## config.mk

```make
export PLATFORM = sky130hd
export DESIGN_NAME = inst_dispatcher
export DESIGN_NICKNAME = d
export VERILOG_FILES = /design/src/rtl/inst_dispatcher.sv
export SDC_FILE = /design/constraint.sdc
export NUM_CORES = 1
export LEC_CHECK = 0
export ABC_AREA = 0
export BUFFER_PORTS_ARGS = -buffer_cell sky130_fd_sc_hd__buf_2
export CAP_MARGIN = 20
export CORE_ASPECT_RATIO = 1.75
export CORE_MARGIN = 8
export CORE_UTILIZATION = 54
export CTS_BUF_LIST = sky130_fd_sc_hd__clkbuf_2 sky130_fd_sc_hd__clkbuf_4 sky130_fd_sc_hd__clkbuf_8
export CTS_CLUSTER_DIAMETER = 80
export DETAILED_ROUTE_END_ITERATION = 8
export PLACE_DENSITY = 0.81
export SKIP_CTS_REPAIR_TIMING = 1
export SYNTH_ARGS = -nofsm -noshare
export SYNTH_HDL_FRONTEND = slang
export SYNTH_SLANG_ARGS = --single-unit
```

## constraint.sdc

```tcl
create_clock -name clk -period 3.1 [get_ports clk]
set_clock_uncertainty 0.2 [all_clocks]
set_input_delay 0.31 -clock clk [delete_from_list [all_inputs] [get_ports clk]]
set_output_delay 0.31 -clock clk [all_outputs]
set_load 0.01 [all_outputs]
```

## src/rtl/inst_dispatcher.sv

```systemverilog
// Instruction dispatcher: runs one decoded instruction at a time, sequencing
// LD/ST buffer-memory beats, the GEMM compute window and the DRAINSYS window.
module inst_dispatcher #(
   parameter int OPCODE_WIDTH  = 4,
   parameter int BUF_ID_WIDTH  = 2,
   parameter int MEM_LOC_WIDTH = 10,
   parameter int TILE_ROWS     = 8,
   parameter int GEMM_CYCLES   = 16,
   parameter int DRAIN_CYCLES  = 8,
   parameter logic [OPCODE_WIDTH-1:0] opcode_LD       = 4'b0010,
   parameter logic [OPCODE_WIDTH-1:0] opcode_ST       = 4'b0011,
   parameter logic [OPCODE_WIDTH-1:0] opcode_GEMM     = 4'b0100,
   parameter logic [OPCODE_WIDTH-1:0] opcode_DRAINSYS = 4'b0101
) (
   input  logic                          clk,
   input  logic                          rst,
   input  logic                          inst_valid,
   output logic                          inst_ready,
   input  logic [OPCODE_WIDTH-1:0]       opcode,
   input  logic [BUF_ID_WIDTH-1:0]       buf_id,
   input  logic [MEM_LOC_WIDTH-1:0]      mem_loc,
   output logic                          mem_valid,
   input  logic                          mem_ready,
   output logic                          mem_we,
   output logic [MEM_LOC_WIDTH-1:0]      mem_addr,
   output logic [BUF_ID_WIDTH-1:0]       buf_sel,
   output logic [$clog2(TILE_ROWS)-1:0]  buf_row,
   output logic                          sa_en,
   output logic                          sa_drain,
   output logic                          busy,
   output logic                          illegal_op,
   output logic [15:0]                   retired_count
);

   localparam int ROW_W   = $clog2(TILE_ROWS);
   localparam int MAX_CYC = (GEMM_CYCLES > DRAIN_CYCLES) ? GEMM_CYCLES : DRAIN_CYCLES;
   localparam int CNT_W   = $clog2(MAX_CYC + 1);
   localparam logic [ROW_W-1:0] LAST_ROW   = ROW_W'(TILE_ROWS - 1);
   localparam logic [CNT_W-1:0] GEMM_LAST  = CNT_W'(GEMM_CYCLES - 1);
   localparam logic [CNT_W-1:0] DRAIN_LAST = CNT_W'(DRAIN_CYCLES - 1);

   typedef enum logic [1:0] {IDLE, XFER, GEMM, DRAIN} state_t;

   state_t                     state, state_nxt;
   logic [ROW_W-1:0]           row, row_nxt;
   logic [CNT_W-1:0]           cnt, cnt_nxt;
   logic [MEM_LOC_WIDTH-1:0]   base_q;
   logic [BUF_ID_WIDTH-1:0]    bsel_q;
   logic                       we_q;
   logic                       take, illegal_nxt, retire;

   always_comb begin
      state_nxt   = state;
      row_nxt     = row;
      cnt_nxt     = cnt;
      take        = 1'b0;
      illegal_nxt = 1'b0;
      retire      = 1'b0;
      mem_valid   = 1'b0;
      mem_we      = 1'b0;
      mem_addr    = '0;
      buf_sel     = '0;
      buf_row     = '0;
      sa_en       = 1'b0;
      sa_drain    = 1'b0;
      inst_ready  = (state == IDLE);
      busy        = (state != IDLE);

      case (state)
         IDLE: begin
            if (inst_valid) begin
               if (opcode == opcode_LD || opcode == opcode_ST) begin
                  take      = 1'b1;
                  state_nxt = XFER;
                  row_nxt   = '0;
               end else if (opcode == opcode_GEMM) begin
                  take      = 1'b1;
                  state_nxt = GEMM;
                  cnt_nxt   = '0;
               end else if (opcode == opcode_DRAINSYS) begin
                  take      = 1'b1;
                  state_nxt = DRAIN;
                  cnt_nxt   = '0;
               end else begin
                  illegal_nxt = 1'b1;
               end
            end
         end
         XFER: begin
            mem_valid = 1'b1;
            mem_we    = we_q;
            mem_addr  = base_q + MEM_LOC_WIDTH'(row);
            buf_sel   = bsel_q;
            buf_row   = row;
            if (mem_ready) begin
               if (row == LAST_ROW) begin
                  state_nxt = IDLE;
                  retire    = 1'b1;
                  row_nxt   = '0;
               end else begin
                  row_nxt = row + 1'b1;
               end
            end
         end
         GEMM: begin
            sa_en = 1'b1;
            if (cnt == GEMM_LAST) begin
               state_nxt = IDLE;
               retire    = 1'b1;
            end else begin
               cnt_nxt = cnt + 1'b1;
            end
         end
         DRAIN: begin
            sa_drain = 1'b1;
            if (cnt == DRAIN_LAST) begin
               state_nxt = IDLE;
               retire    = 1'b1;
            end else begin
               cnt_nxt = cnt + 1'b1;
            end
         end
         default: state_nxt = IDLE;
      endcase
   end

   always_ff @(posedge clk) begin
      if (rst) begin
         state         <= IDLE;
         row           <= '0;
         cnt           <= '0;
         base_q        <= '0;
         bsel_q        <= '0;
         we_q          <= 1'b0;
         illegal_op    <= 1'b0;
         retired_count <= '0;
      end else begin
         state      <= state_nxt;
         row        <= row_nxt;
         cnt        <= cnt_nxt;
         illegal_op <= illegal_nxt;
         if (take) begin
            base_q <= mem_loc;
            bsel_q <= buf_id;
            we_q   <= (opcode == opcode_ST);
         end
         if (retire)
            retired_count <= retired_count + 16'd1;
      end
   end

endmodule

```

### Word level (Yosys, flattened, before mapping)

Index checks and enable logic that the tools add are counted.

| operators by class | value |
|---|---|
| add/sub/neg operators | 4 |
| equal/unequal tests | 21 |
| muxes and demuxes | 39 |
| bitwise logic cells | 2 |
| reduce and logical (&&, ||, !) cells | 9 |

Operators with widths:

| operator | count |
|---|---|
| 5-bit two-way mux | 6 |
| 2-bit two-way mux | 9 |
| 16-bit by 1-bit adder with 16-bit output (second input constant) | 1 |
| 2-bit != test (second input constant) | 8 |
| 3-bit two-way mux | 5 |
| 5-bit one-hot mux with 3 select lines | 1 |
| 1-bit two-way mux | 14 |
| 6-bit AND reduction | 2 |
| 10-bit by 3-bit adder with 10-bit output | 1 |
| 10-bit two-way mux | 1 |
| 4-bit by 2-bit equality test with 1-bit output (second input constant) | 2 |
| 4-bit by 3-bit equality test with 1-bit output (second input constant) | 2 |
| 2-bit one-hot mux with 4 select lines | 1 |
| 3-bit one-hot mux with 2 select lines | 1 |
| 5-bit by 1-bit adder with 5-bit output (second input constant) | 1 |
| 5-bit by 3-bit equality test with 1-bit output (second input constant) | 1 |
| 5-bit by 4-bit equality test with 1-bit output (second input constant) | 1 |
| 5-bit OR reduction | 1 |
| 2-bit equality test (second input constant) | 2 |
| 4-bit by 1-bit != test with 1-bit output (second input constant) | 1 |
| 4-bit AND reduction | 1 |
| 2-bit nonzero test | 2 |
| 3-bit by 1-bit adder with 3-bit output (second input constant) | 1 |
| 3-bit equality test (second input constant) | 1 |
| 8 further kinds | 9 |

| word-level totals | value |
|---|---|
| flip-flop bits (word level) | 40 |
| output and inout port bits | 38 |
| word-level logic and storage cells | 83 |

### Logic depth before layout (Yosys ltp)

| logic depth | value |
|---|---|
| word-level depth | 6 |
| gate-level depth with buffers | 9 |

### Worst setup path after synthesis

OpenSTA, ideal clock, no wires.

| path | value |
|---|---|
| kind | register to register |
| from | register retired_count[0] |
| to | register retired_count[14] |
| library setup time | 70 ps |
| data arrival time | 1984 ps |
| data required time | 2830 ps |
| path slack | 846 ps |
| stages on the path, launching flop included | 7 |
| clock period less this slack | 2254 ps |
| path through | dfxtp_1 -> ha_1 -> nand4_1 -> or4b_1 -> buf_2 -> or4_1 -> a21oi_1 |

| between the ends | value |
|---|---|
| cells in the longest elaborated chain, start to end | 1 |

Ends and longest elaborated chain:

| element | line | text |
|---|---|---|
| from (decl) | 32 | `output logic [15:0] retired_count` |
| from (signal assigned) | 148 | `retired_count <= retired_count + 16'd1;` |
| 16-bit by 1-bit adder with 16-bit output | 148 |  |

Every way passes these cells.
A chain may end at the register's enable or synchronous reset.

### Final worst setup path

| path | value |
|---|---|
| from | register row[0] |
| to | output port mem_addr[4] |

| between the ends | value |
|---|---|
| cells in the longest elaborated chain, start to end | 2 |

Ends and longest elaborated chain:

| element | line | text |
|---|---|---|
| from (decl) | 45 | `logic [ROW_W-1:0] row, row_nxt;` |
| from (signal assigned) | 139 | `row <= row_nxt;` |
| 10-bit by 3-bit adder with 10-bit output | 92 | `mem_addr = base_q + MEM_LOC_WIDTH'(row);` |
| 10-bit two-way mux | 69 | `case (state)` |
| to (decl) | 25 | `output logic [MEM_LOC_WIDTH-1:0] mem_addr,` |

Every way passes these cells.

==> results.toml <==
[place]
numPortBuffers = 57
pre_cts_slack_ps = 582.5
hpwl_mm = 3.831
gp_congestion = 0.7899

[logic_synthesis]
synth-seq-area-share_pct = 36.82
synthArstFlopShare_pct = 0
synth-seq-cells = 40
synth.avg_cell_area_um2 = 8.396
syn_inst = 259
yosys_warnings = 0
synth_ff_type = "dfxtp_1"
syn-cell-area_um2 = 2175
syn_nets = 288
synth-edff-count = 0
ys_types = 43

[worst_hold_path]
hp-class = "input port to flip-flop"

[sta]
rsz0062_at_grt = "false"
hold_viol_final = 0
finalSetupViolCount = 0
slew_viol_final = 0
fin_ws_ps = 476.8
finalCritPeriodShare_pct = 84.62
finalCriticalPeriod_ps = 2623
fmax_ghz = 0.3812
tightest_slew_ps = 738.9
relSlewSlack_pct = 50.51
fin_setup_tns_ps = 0

[route]
drtIter0Drc = 80
wl_mm = 5.076
drtPass1Iterations = 4
vias = 2020
wl_per_cell_um = 14.18
ant_nets = 0
routed_via_density = 5.642
drc = 0

[worst_setup_path]
path_depth = 8
ff2ff_setup_slack_ps = 570
cp-start-kind = "flip-flop"
crit_slowest_cell = "dfxtp_1"
worst-setup-path-type = "flip-flop to output port"
worstReg2RegEnd = "retired_count[7]$_SDFFE_PP0P_"
worst_ep_required_time_ps = 2590
crit_chain = "ha_1 > inv_1 > fa_1 > nor2b_1 > o21ai_0 > xor2_1 > nor2_1 > buf_2"
regToRegStartpoint = "state[1]$_SDFFE_PP0P_"
crit_path_end_kind = "output port"
path_buf_inv = 2
arrival_ps = 2110
cp-endpoint = "mem_addr[4]"
critPathMaxFanout = 5
crit_path_max_incr_delay_ps = 400
cpLargestDelayFamily = "adder cells"
crit_start = "row[0]$_SDFFE_PP0P_"
worst-r2r-cell-count = 4

[clocking]
cts-root-buf = "clkbuf_8"
clkSlewWorstSetupHoldPaths_ps = 70
cts_tree = "yes"
cts_made_buffers = 5
htreeDepth = 2
clk_latency_ps = 290
clkSinkCount = 40
clock_path_buffers = 2

[global_route]
grt_pass1_wl_mm = 8.611
grt_max_degree = 42
grt_pass1_vias = 1978
grt_use_total_pct = 16.25
grt_overflow_total = 0
antenna_found_initial = 0

[layout]
regArea_um2 = 800.8
finalNetCount = 338
fin_util_pct = 65.99
insertedDiodeCount = 0
drive_above_1_share_pct = 23.87
filler_cell_count = 355
synthToLayoutAreaGrowth_pct = 17.32
multi_input_area_um2 = 1267

[power]
vdd_drop_max_v = 0.0004323
power_density_nw_per_um2 = 378.6
finalPower_uw = 965.8
p_leak_uw = 0.001024

[die]
dieHeight_um = 99.95
num_io_pins = 58
fp.dieW_um = 63.97
initial_core_util_pct = 56.25
design.core.area_um2 = 3866
dieArea_um2 = 6394
rows = 30

[outcome]
status = "complete, no violations"

[job]
maxCapViolations = 0
[Yosys cell counts, drive strengths merged, types with 4 or more instances]
master,count,area share (%)
dfxtp,40,37
a21oi,27,6.2
nor2,23,4.1
nand2,14,2.4
mux2i,13,6.0
or4,13,4.5
o31ai,12,4.1
nand3,11,2.5
inv,10,1.7
o21ai,10,2.3
clkbuf,9,1.6
ha,8,4.6
or3,8,2.3
and2,7,2.0
buf,6,1.6
nand4,5,1.4
nor2b,5,1.4
nand3b,4,1.4
xor2,4,1.6
[power by group]
part | internal (µW) | total, µW | leakage (µW) | switching [µW]
Combinational | 33.3 | 79.5 | 0.000649 | 46.2
Clock | 177 | 352 | 0.0000510 | 175
Sequential | 523 | 534 | 0.000323 | 11.0
[how the worst min path moves through the flow]
stage	startpoint	to	slack [ps]	depth (start not counted)
detailed placement	we_q$_SDFFE_PP0P_	we_q$_SDFFE_PP0P_	260	2
finish	mem_loc[7]	base_q[7]$_SDFFE_PP0P_	50	3
global route	mem_loc[5]	base_q[5]$_SDFFE_PP0P_	50	3
floorplan	we_q$_SDFFE_PP0P_	we_q$_SDFFE_PP0P_	240	2
CTS	mem_loc[7]	base_q[7]$_SDFFE_PP0P_	50	3
global placement	we_q$_SDFFE_PP0P_	we_q$_SDFFE_PP0P_	250	2
[state kept, by name, indices dropped and copies added (netlist names)]
register	count
base_q	10
bsel_q	2
cnt	5
illegal_op	1
retired_count	16
row	3
state	2
we_q	1
[per-stage QoR]
stage                     std cells  hold slack [ps]  area [µm²]
final                           358            48.66        2551
after global routing            358            53.90        2551
after CTS                       358            45.95        2551
after detailed placement        350            260.7        2459
after global placement          350            253.3        2459
after floorplan                 259            241.5        2175
[worst min-delay path, cell delays in order]
cell	delay [ps]
buf_2	70
mux2i_1	50
nor2_1	70
[per-layer routing]
| metal | vias up | wire length (µm) | track usage, % |
|---|---|---|---|
| met1 | 918 | 2058 | 16.07 |
| met3 | 11 | 326 | 5.134 |
| met4 | 0 | 122 | 8.463 |
| met2 | 52 | 2568 | 29.14 |
| li1 | 1039 | - | - |
| met5 | - | 0 | 0 |
[placed cells by master, fill, tap and decap left out, types with 3 or more instances in the layout]
cell,n
a21oi_1,27
a31oi_1,3
and2_1,7
buf_2,57
clkbuf_8,6
dfxtp_1,40
ha_1,8
inv_1,10
mux2i_1,13
nand2_1,14
nand3_1,11
nand3b_1,4
nand4_1,5
nor2_1,22
nor2b_1,5
o21ai_0,8
o31ai_1,12
or3_1,8
or4_1,13
xor2_1,4
[cells by family (layout without fill, tap and decap cells)]
logic type	count (synthesis)	after routing	share of synthesized area, %
fa+ha+maj	9	9	5.524
simple gates	108	108	28.31
buf+inv	25	76	4.891
compound gates	57	57	15.42
mux	15	15	7.019
xor+xnor	5	5	2.014
flops	40	40	36.82
[final cells by class]
| cell class | instances | share of cell area (%) |
|---|---|---|
| multi-input combinational | 194 | 49.68 |
| clock buffer | 6 | 3.237 |
| inverter | 10 | 1.471 |
| tap | 48 | 2.354 |
| sequential | 40 | 31.39 |
| clock inverter | 2 | 0.3923 |
| timing repair buffer | 58 | 11.48 |
No activity file was read; power rests on OpenSTA's default activity.
